### src/rtl/pipe_stage_reg.sv
// pipe_stage_reg -- parametrised inter-stage pipeline register for the
// five-stage MIPS datapath (D/E/M/W). Carries Instr, pc, a valid bit and NCH
// independent 32-bit payload channels, with hold (stall), flush (bubble) and
// synchronous reset.
//
// Optional build feature, macro PIPE_STAGE_PERF_EN: adds saturating
// stall_cnt / bubble_cnt performance counter outputs. With the macro
// undefined the ports and counter logic are absent.
//
// Control protocol (one edge at a time, highest priority first):
//   reset=1          -> stage returns to its reset image; EN and clr ignored.
//   clr=1            -> a bubble (nop, invalid, zero payload) is written,
//                       regardless of EN. The hazard unit stalls the upstream
//                       stage with EN=0 there and clr=1 here, so clr must
//                       win over EN=0.
//   EN=1             -> the stage captures its inputs.
//   EN=0             -> every output, including bubble_out, holds.
// There is no back-pressure path: the stage never refuses a load.

module pipe_stage_reg #(
    parameter int unsigned NCH         = 2,              // payload channels, 1..8
    parameter logic [31:0] PC_RST      = 32'h0000_3000,  // PC image after reset
    parameter bit          CLR_KEEP_PC = 1'b1            // bubble keeps incoming PC
) (
    input  logic                clk,
    input  logic                reset,
    input  logic                EN,
    input  logic                clr,
    input  logic [31:0]         Instr,
    input  logic [31:0]         pc,
    input  logic                valid_in,
    input  logic [32*NCH-1:0]   data_in,
    output logic [31:0]         Instr_out,
    output logic [31:0]         pc_out,
    output logic                valid_out,
    output logic [32*NCH-1:0]   data_out,
    output logic                bubble_out
`ifdef PIPE_STAGE_PERF_EN
    ,
    output logic [31:0]         stall_cnt,
    output logic [31:0]         bubble_cnt
`endif
);

    // Per-edge action, decoded once so every register group agrees on it.
    typedef enum logic [1:0] {
        ACT_HOLD  = 2'd0,
        ACT_LOAD  = 2'd1,
        ACT_FLUSH = 2'd2,
        ACT_RESET = 2'd3
    } action_t;

    action_t action;

    // A bubble's PC: either traced through for EPC, or parked at the reset PC.
    logic [31:0] bubble_pc;

    // Next-state images of the scalar fields.
    logic [31:0] instr_d;
    logic [31:0] pc_d;
    logic        valid_d;
    logic        bubble_d;

    // Payload storage, one register per channel; channels never interact.
    logic [31:0] ch_q [NCH];

    assign bubble_pc = CLR_KEEP_PC ? pc : PC_RST;

    // Decode the edge's action with priority reset > clr > EN > hold.
    always_comb begin
        action = ACT_HOLD;
        if (reset) begin
            action = ACT_RESET;
        end else if (clr) begin
            action = ACT_FLUSH;
        end else if (EN) begin
            action = ACT_LOAD;
        end
    end

    // Compute the next value of the scalar fields from the decoded action.
    always_comb begin
        instr_d  = Instr_out;
        pc_d     = pc_out;
        valid_d  = valid_out;
        bubble_d = bubble_out;
        case (action)
            ACT_RESET: begin
                instr_d  = 32'h0000_0000;
                pc_d     = PC_RST;
                valid_d  = 1'b0;
                bubble_d = 1'b0;
            end
            ACT_FLUSH: begin
                // Instr=0 is sll $0,$0,0, i.e. a nop; valid is dropped so
                // downstream never mistakes the bubble for a real nop.
                instr_d  = 32'h0000_0000;
                pc_d     = bubble_pc;
                valid_d  = 1'b0;
                bubble_d = 1'b1;
            end
            ACT_LOAD: begin
                // valid follows valid_in only; an all-zero Instr with
                // valid_in=1 is a genuine nop and not a bubble.
                instr_d  = Instr;
                pc_d     = pc;
                valid_d  = valid_in;
                bubble_d = 1'b0;
            end
            default: begin
                // ACT_HOLD: keep everything, a held bubble stays a bubble.
            end
        endcase
    end

    // Scalar field registers with synchronous active-high reset.
    always_ff @(posedge clk) begin
        if (reset) begin
            Instr_out  <= 32'h0000_0000;
            pc_out     <= PC_RST;
            valid_out  <= 1'b0;
            bubble_out <= 1'b0;
        end else begin
            Instr_out  <= instr_d;
            pc_out     <= pc_d;
            valid_out  <= valid_d;
            bubble_out <= bubble_d;
        end
    end

    // Payload channel registers: cleared on reset or flush, loaded on EN.
    always_ff @(posedge clk) begin
        if (reset) begin
            for (int k = 0; k < NCH; k++) begin
                ch_q[k] <= 32'h0000_0000;
            end
        end else begin
            case (action)
                ACT_FLUSH: begin
                    for (int k = 0; k < NCH; k++) begin
                        ch_q[k] <= 32'h0000_0000;
                    end
                end
                ACT_LOAD: begin
                    for (int k = 0; k < NCH; k++) begin
                        ch_q[k] <= data_in[32*k +: 32];
                    end
                end
                default: begin
                    // Hold; ACT_RESET cannot occur in this branch.
                end
            endcase
        end
    end

    // Repack the channel registers onto the flat output bus, channel k at
    // bits [32k+31:32k].
    for (genvar g = 0; g < NCH; g++) begin : g_pack
        assign data_out[32*g +: 32] = ch_q[g];
    end

`ifdef PIPE_STAGE_PERF_EN
    // Count held edges (stalls of this stage); saturate instead of wrapping.
    always_ff @(posedge clk) begin
        if (reset) begin
            stall_cnt <= 32'h0000_0000;
        end else if (action == ACT_HOLD && stall_cnt != 32'hFFFF_FFFF) begin
            stall_cnt <= stall_cnt + 32'd1;
        end
    end

    // Count flush edges (bubbles inserted); saturate instead of wrapping.
    always_ff @(posedge clk) begin
        if (reset) begin
            bubble_cnt <= 32'h0000_0000;
        end else if (action == ACT_FLUSH && bubble_cnt != 32'hFFFF_FFFF) begin
            bubble_cnt <= bubble_cnt + 32'd1;
        end
    end
`endif

endmodule

### config.mk
export PLATFORM = sky130hd
export DESIGN_NAME = pipe_stage_reg
export DESIGN_NICKNAME = d
export VERILOG_FILES = /design/src/rtl/pipe_stage_reg.sv
export SDC_FILE = /design/constraint.sdc
export NUM_CORES = 1
export LEC_CHECK = 0
export ABC_AREA = 1
export ABC_CLOCK_PERIOD_IN_PS = 3700
export CAP_MARGIN = 25
export CORE_UTILIZATION = 40
export CTS_BUF_LIST = sky130_fd_sc_hd__clkbuf_8
export DETAILED_ROUTE_END_ITERATION = 10
export PLACE_DENSITY = 0.83
export REMOVE_ABC_BUFFERS = 1
export SYNTH_ARGS = -nofsm -noshare
export SYNTH_HDL_FRONTEND = slang
export SYNTH_SLANG_ARGS = --single-unit
### constraint.sdc
create_clock -name clk -period 3.7 [get_ports clk]
set_input_delay 0.74 -clock clk [delete_from_list [all_inputs] [get_ports clk]]
set_output_delay 0.74 -clock clk [all_outputs]
set_load 0.01 [all_outputs]
==> results.yml, run 1 <==
outcome:
  status: "finished clean"
clock_tree:
  clkLatencyLatePin_ns: 0.43
  cts.root.buffer_cell: "clkbuf_8"
  cts_resized: 0
  htree_levels: 4
  cts_max_path_buffers: 2
  postCtsSetupRepairBufs: 0
  cts_sinks: 130
  hold_buffers: 0
  cts_tree: "yes"
  cts_made_buffers: 17
  clkSlewWorstSetupHoldPaths_ns: 0.06
synthesis:
  syn_area_um2: 4920
  async_reset_ff_frac: 0
  ys_ff_latch: 130
  ys_top_cells_by_count: "nor2_1 (97), inv_1 (68), dfxtp_1 (66)"
  syn_inst: 504
  synth_seq_area_share: 0.659
  synth.most_common_cell: "nor2_1"
  ys_types: 18
  synth_edf_count: 64
  synth_area_leaders: "edfxtp_1 (39%), dfxtp_1 (27%), nor2_1 (7.4%)"
  synth_top_cell_by_area: "edfxtp_1"
  ys_warn_count: 0
  synth-main-ff-cell: "dfxtp_1"
  synth_top_area_share: 0.390
  synth_area_per_cell_um2: 9.77
cells_and_area:
  drive_gt1_frac: 0.0455
  n_fill_cell: 919
  nets: 893
  final_cells: 917
  n_antenna_cell: 0
  area_growth_pct: 61.1
detailed_routing:
  via_count: 4352
  wl_met1_mm: 5.42
  wl_met3_mm: 1.27
  drt-pass1-iter-count: 4
  routed_wl_mm: 13.7
  final_antenna_net_count: 0
  top_layer: "met4"
  vias_per_cell: 4.75
  wl_per_cell_um: 14.9
  wl_met2_mm: 6.66
  drt_iter0_markers: 294
  drc_errors: 0
critical_path:
  cp-end-kind: "flip-flop"
  cpMaxStageDelayCell: "buf_4"
  startpoint_type: "input port"
  slowest_delay_ns: 0.63
  crit_path_start: "reset"
  r2r_start: "Instr_out[19]"
  path_class: "in -> reg"
  crit_buf_inv: 4
  arrival_ns: 2.72
  cp.required_ns: 3.76
  crit_fanout: 64
  worstPathCellList: "clkdlybuf4s50_1, inv_4, o21ai_0, inv_1, ha_1, nor2_1, nand2_2, buf_4"
  critPathTopFamily: "buffers and inverters"
sta:
  drv_slew: 0
  whs_ns: 0.466
  worstMarginPinSlew_ns: 0.788
  finalSetupTns_ns: 0
  rsz0062_at_grt: "false"
  slew_headroom: 0.475
  finClkSkew_ns: 0
  hold_viol: 0
  fin_crit_ns: 2.65
  setup_viol: 0
  fmax_mhz: 377
  period_share: 0.717
pwr:
  ir_drop_mv: 0.239
  leakagePower_nw: 3.19
  power_density_nw_per_um2: 408
hold_path:
  min_path_type: "reg -> reg"
  min_from: "Instr_out[8]"
die:
  die_h_um: 113
  coreArea_um2: 12000
  fp-row-count: 40
  io_pins: 263
  fp.dieArea_um2: 12800
  start_util: 0.410
  die_w_um: 113
run:
  drv_cap: 0
place:
  dp_hpwl_mm: 9.74
  gp_congestion: 0.774
  dp_cells: 885
  io_buffer_count: 262
global_route:
  antenna_found_initial: 0
  grt_pass1_vias: 4271
  grtUsageTotal: 0.213
  overflow: 0
  grt_max_degree: 67
  grt_first_pass_wirelength_mm: 20.9
state kept, by name, indices dropped and copies added (netlist names):
register	cells
Instr_out	32
bubble_out	1
ch_q	64
pc_out	32
valid_out	1
worst reg2reg max path: stages (launching register included):
cell and delay, ns:
dfxtp_1 0.35, nand2_1 0.06, a21oi_1 0.19
logic make-up (layout without fill, tap and decap cells):
group | after synthesis | count (layout) | synth area share
buf+inv | 104 | 370 | 0.0960
compound gates | 99 | 99 | 0.101
fa+ha+maj | 3 | 3 | 0.00762
flops | 130 | 130 | 0.659
simple gates | 168 | 168 | 0.137
metrics by stage:
| step | total power, mW | util | instance area, um2 | setup slack, ns |
|---|---|---|---|---|
| 2_1_floorplan | 1.85 | - | 4720 | 0.0647 |
| 3_3_place_gp | 2.22 | 0.633 | 7600 | 0.661 |
| 3_5_place_dp | 2.23 | 0.633 | 7600 | 0.574 |
| 4_1_cts | 3.27 | 0.660 | 7930 | 1.06 |
| 5_1_grt | 3.36 | 0.660 | 7930 | 0.887 |
| 6_report | 3.23 | 0.660 | 7930 | 1.05 |
final cells by class:
class / count / area [um2] / area share
clock inverter: 14 / 85.1 / 0.0107
clock buffer: 18 / 248 / 0.0312
tap: 147 / 184 / 0.0232
sequential: 130 / 3240 / 0.409
multi-input combinational: 270 / 1210 / 0.153
timing repair buffer: 268 / 2690 / 0.339
inverter: 70 / 265 / 0.0334
per-layer routing:
metal,global-route usage,up-vias
li1,-,2128
met1,0.236,1987
met2,0.357,205
met5,0,-
met4,0.0982,0
met3,0.0884,32
path summary, 6_finish.rpt:
| check | slack [ns] | end | depth (start not counted) |
|---|---|---|---|
| min reg2reg | 0.47 | Instr_out[8] | 2 |
| min | 0.47 | Instr_out[8] | 2 |
| max | 1.05 | ch_q[0][12] | 8 |
| max reg2reg | 3.02 | Instr_out[19] | 2 |
placed cells by master, fill, tap and decap left out, drive strengths merged:
master           n
o21ai           34
a21oi           65
clkdlybuf4s50  262
ha               3
inv             75
nand3           33
buf              6
clkbuf          18
nor3             1
dfxtp           66
edfxtp          64
clkinv           8
nor2            97
nand2           37
bufinv           1
report_power, final:
group	total, mW	switching, mW	internal [mW]
clock network	1.03	0.510	0.521
registers	1.65	0.0389	1.61
logic	0.549	0.226	0.322
total	3.23	0.776	2.46
Power figures use the tool's default switching activity.
==> inputs of run 2 (changes only) <==
--- a/config.mk
+++ b/config.mk
@@ -6,7 +6,7 @@
 export NUM_CORES = 1
 export LEC_CHECK = 0
 export ABC_AREA = 1
-export ABC_CLOCK_PERIOD_IN_PS = 3700
+export ABC_CLOCK_PERIOD_IN_PS = 2600
 export CAP_MARGIN = 25
 export CORE_UTILIZATION = 40
 export CTS_BUF_LIST = sky130_fd_sc_hd__clkbuf_8
==> constraint.sdc (replaced) <==
create_clock -name clk -period 2.6 [get_ports clk]
set_input_delay 0.52 -clock clk [delete_from_list [all_inputs] [get_ports clk]]
set_output_delay 0.52 -clock clk [all_outputs]
set_load 0.01 [all_outputs]
==> run 2 against run 1 <==
Compared with the run above: clock power is 47% higher; sequential share of layout area is 0.21 points lower; power is 44% higher; critical path type is now reg -> out; critical endpoint is now bubble_out; largest power group unchanged.
==> results.yml, run 2 (synthesis gave the netlist of run 1 again) <==
detailed_routing:
  drc_errors: 0
  drt-pass1-iter-count: 6
  routed_wl_mm: 13.8
  final_antenna_net_count: 0
  wl_per_cell_um: 15.0
  drt_iter0_markers: 339
  vias_per_cell: 4.76
  via_count: 4371
global_route:
  grt_pass1_vias: 4191
  grt_max_degree: 66
  overflow: 0
  grtUsageTotal: 0.214
  grt_first_pass_wirelength_mm: 20.9
  antenna_found_initial: 1
clock_tree:
  cts_resized: 0
  cts.root.buffer_cell: "clkbuf_8"
  clkLatencyLatePin_ns: 0.43
  cts_made_buffers: 17
  cts_tree: "yes"
  postCtsSetupRepairBufs: 0
  hold_buffers: 0
  htree_levels: 4
  cts_max_path_buffers: 2
  clkSlewWorstSetupHoldPaths_ns: 0.07
  cts_sinks: 130
pwr:
  leakagePower_nw: 3.19
  ir_drop_mv: 0.343
  power_mw: 4.65
  power_density_nw_per_um2: 583
critical_path:
  arrival_ns: 1.40
  reg2reg_depth: 2
  critPathTopFamily: "buffers and inverters"
  path_class: "reg -> out"
  cp.required_ns: 2.08
  crit_buf_inv: 1
  crit_fanout: 2
  startpoint_type: "flip-flop"
  cp-end-kind: "primary output"
  crit_cells: 1
  worstPathCellList: "clkdlybuf4s50_1"
  slowest_delay_ns: 0.64
  cpMaxStageDelayCell: "clkdlybuf4s50_1"
sta:
  worstMarginPinSlew_ns: 0.446
  period_share: 0.739
  whs_ns: 0.466
  hold_viol: 0
  fin_crit_ns: 1.92
  drv_slew: 0
  rsz0062_at_grt: "false"
  finClkSkew_ns: 0
  fmax_mhz: 521
  slew_headroom: 0.703
  setup_viol: 0
cells_and_area:
  final_cells: 919
  area_growth_pct: 61.9
  regMostFlops: "ch_q"
  final_cell_mix: "clkdlybuf4s50_1 (262), nor2_1 (97), inv_1 (69)"
  top_regs: "ch_q (64), Instr_out (32), pc_out (32)"
  drive_gt1_frac: 0.0441
  nets: 896
  finalCoreUtilization: 0.664
  layout_commonest_cell: "clkdlybuf4s50_1"
  largest_reg_flops: 64
run:
  drv_cap: 0
place:
  dp_hpwl_mm: 9.78
  gp_congestion: 0.769
  io_buffer_count: 262
  dp_cells: 888
die:
  die_w_um: 113
  coreArea_um2: 12000
  fp-row-count: 40
  die_h_um: 113
  io_pins: 263
  start_util: 0.410
  fp.dieArea_um2: 12800
hold_path:
  min_path_cells: 2
  min_path_type: "reg -> reg"
outcome:
  status: "finished clean"
-- run 2: cell types whose count changed in the layout (fill, tap and decap cells not counted), sizes merged --
| cell | previous run | this run |
|---|---|---|
| inv | 75 | 71 |
| buf | 6 | 9 |
| clkinv | 8 | 10 |
| bufinv | 1 | 2 |
| clkbuf | 18 | 17 |
| diode | 0 | 1 |
-- run 2: layer usage --
layer | track usage | vias up | share of wire
met4 | 0.0982 | 0 | 0.022
met2 | 0.349 | 193 | 0.48
met5 | 0 | - | 0
met1 | 0.241 | 2018 | 0.40
li1 | - | 2135 | -
met3 | 0.0959 | 25 | 0.10
-- run 2: cell type report --
type	instances	area [um2]
clock inverters	13	103
diodes	1	2.50
repair buffers	271	2730
fillers	925	4040
well taps	147	184
flip-flops and latches	130	3240
clock buffers	17	234
multi-input cells	270	1210
inverters	70	265
-- run 2: path summary, 6_finish.rpt --
path                   endpoint           from  slack, ns
setup / recovery     bubble_out     bubble_out       0.68
hold / removal    Instr_out[25]  Instr_out[25]       0.47
setup reg to reg  Instr_out[23]  Instr_out[23]       1.95
hold reg to reg   Instr_out[25]  Instr_out[25]       0.47
-- run 2: per-stage QoR --
stage               setup slack, ns  instance area [um2]  TNS [ns]
floorplan                    -0.815                 4720    -96.49
global placement              0.287                 7630         0
detailed placement            0.248                 7630         0
CTS                           0.590                 7970         0
global route                  0.587                 7970         0
finish                        0.679                 7970         0
-- run 2: power by group --
| group | switching [mW] | internal, mW | total [mW] |
|---|---|---|---|
| combinational | 0.324 | 0.465 | 0.789 |
| sequential | 0.0558 | 2.30 | 2.35 |
| clock | 0.704 | 0.803 | 1.51 |
| total | 1.08 | 3.56 | 4.65 |
==> inputs of run 3 (changes only) <==
--- a/config.mk
+++ b/config.mk
@@ -6,12 +6,12 @@
 export NUM_CORES = 1
 export LEC_CHECK = 0
 export ABC_AREA = 1
-export ABC_CLOCK_PERIOD_IN_PS = 2600
+export ABC_CLOCK_PERIOD_IN_PS = 1700
 export CAP_MARGIN = 25
-export CORE_UTILIZATION = 40
+export CORE_UTILIZATION = 36
 export CTS_BUF_LIST = sky130_fd_sc_hd__clkbuf_8
 export DETAILED_ROUTE_END_ITERATION = 10
-export PLACE_DENSITY = 0.83
+export PLACE_DENSITY = 0.79
 export REMOVE_ABC_BUFFERS = 1
 export SYNTH_ARGS = -nofsm -noshare
 export SYNTH_HDL_FRONTEND = slang
==> constraint.sdc (replaced) <==
create_clock -name clk -period 1.7 [get_ports clk]
set_input_delay 0.34 -clock clk [delete_from_list [all_inputs] [get_ports clk]]
set_output_delay 0.34 -clock clk [all_outputs]
set_load 0.01 [all_outputs]
==> run 3 against run 2 <==
Compared with the run above: design area grew 5.5%; global-route usage shrank 1.5 points; routed wire length grew 8.4%; worst hold slack lost 0.0040 ns; final cell count grew 4.8%; power grew 67%; register-to-register slack lost 0.90 ns; non-clock buffer count grew 14; critical path type unchanged; highest routed layer unchanged; first-iteration DRC count shrank 8.8%; core utilization shrank 3.1 points; critical path depth is the same; sequential cell count is the same.
==> results.yml, run 3 (synthesis gave the netlist of run 1 again) <==
detailed_routing:
  routed_wl_mm: 15.0
  drc_errors: 0
  drt_iter0_markers: 309
  final_antenna_net_count: 0
  via_count: 4452
  wl_per_cell_um: 15.5
  vias_per_cell: 4.62
  drt-pass1-iter-count: 5
pwr:
  power_mw: 7.77
  power_density_nw_per_um2: 924
  leakagePower_nw: 4.06
  ir_drop_mv: 0.489
sta:
  setup_viol: 0
  whs_ns: 0.462
  period_share: 0.978
  finClkSkew_ns: 0
  hold_viol: 0
  worstMarginPinSlew_ns: 0.363
  drv_slew: 0
  fin_ws_ns: 0.0369
  slew_headroom: 0.758
  fmax_mhz: 601
  fin_crit_ns: 1.66
clock_tree:
  cts_max_path_buffers: 2
  cts.root.buffer_cell: "clkbuf_8"
  cts_made_buffers: 17
  clkSlewWorstSetupHoldPaths_ns: 0.07
  postCtsSetupRepairBufs: 0
  clkLatencyLatePin_ns: 0.42
  cts_tree: "yes"
  htree_levels: 4
  hold_buffers: 0
  cts_sinks: 130
cells_and_area:
  nets: 910
  largest_reg_flops: 64
  finalCoreUtilization: 0.633
  design_area_um2: 8410
  layout_commonest_cell: "clkdlybuf4s50_1"
  n_antenna_cell: 0
  area_growth_pct: 70.8
  final_cell_mix: "clkdlybuf4s50_1 (196), nor2_1 (95), inv_1 (68)"
  drive_gt1_frac: 0.0762
  top_regs: "ch_q (64), Instr_out (32), pc_out (32)"
  regMostFlops: "ch_q"
critical_path:
  crit_fanout: 1
  cp.required_ns: 1.36
  cp-end-kind: "primary output"
  r2r_start: "pc_out[13]"
  worstPathCellList: "clkdlybuf4s50_1"
  slowest_delay_ns: 0.57
  r2r_setup_slack_ns: 1.05
  critPathTopFamily: "buffers and inverters"
  startpoint_type: "flip-flop"
  crit_path_start: "ch_q[0][36]"
  path_class: "reg -> out"
  arrival_ns: 1.32
  crit_buf_inv: 1
  cpMaxStageDelayCell: "clkdlybuf4s50_1"
die:
  coreArea_um2: 13300
  die_w_um: 119
  io_pins: 263
  start_util: 0.370
  fp.dieArea_um2: 14200
  fp-row-count: 42
  die_h_um: 119
global_route:
  grtUsageTotal: 0.199
  grt_pass1_vias: 4198
  grt_max_degree: 48
  antenna_found_initial: 0
  overflow: 0
  grt_first_pass_wirelength_mm: 21.7
place:
  preCtsSetupSlack_ns: -0.450
  dpl_cell_area_um2: 7750
  gp_congestion: 0.781
  dp_hpwl_mm: 10.4
  io_buffer_count: 262
hold_path:
  min_from: "Instr_out[30]"
  min_path_type: "reg -> reg"
run:
  drv_cap: 0
outcome:
  status: "finished clean"
## run 3: cell types whose count changed in the layout (fill, tap and decap cells not counted), moves of 6 or more
cell and change:
dlygate4sd2_1 +28, clkdlybuf4s50_1 -66, dlymetal6s2s_1 +38, buf_6 +6, clkinv_1 -6
## run 3: metal layers
| layer | wire [um] | vias up | share of wire | global-route usage |
|---|---|---|---|---|
| met5 | 0 | - | 0 | 0 |
| met4 | 169 | 0 | 0.011 | 0.0696 |
| met3 | 1280 | 12 | 0.086 | 0.0704 |
| met2 | 7600 | 199 | 0.51 | 0.336 |
| met1 | 5910 | 2071 | 0.39 | 0.233 |
| li1 | - | 2170 | - | - |
## run 3: path summary, 6_finish.rpt
kind,end,depth (start not counted)
max reg2reg,pc_out[13],2
min reg2reg,Instr_out[30],2
max,data_out[36],1
min,Instr_out[30],2
## run 3: what timing repair did
action / CTS / global route
setup endpoints to repair: 28 / 164
resized for setup: 28 / 50
pin swaps: 0 / 1
cloned: 0 / 6
## run 3: cell type report
type	instances	area (um2)
Fill cell	1044	4880
Sequential cell	130	3240
Timing Repair Buffer	285	3010
Multi-Input combinational cell	270	1230
Inverter	70	268
Clock buffer	17	234
Tap cell	176	220
Clock inverter	15	213
## run 3: where the power goes
part / switching [mW] / internal, mW
Sequential: 0.0762 / 3.51
Clock: 1.20 / 1.73
Combinational: 0.530 / 0.731
## run 3: stage by stage
step | instances | TNS, ns
floorplan | 470 | -231.14
global placement | 925 | -65.17
detailed placement | 925 | -71.33
CTS | 957 | 0
global route | 963 | -0.0347
finish | 963 | 0
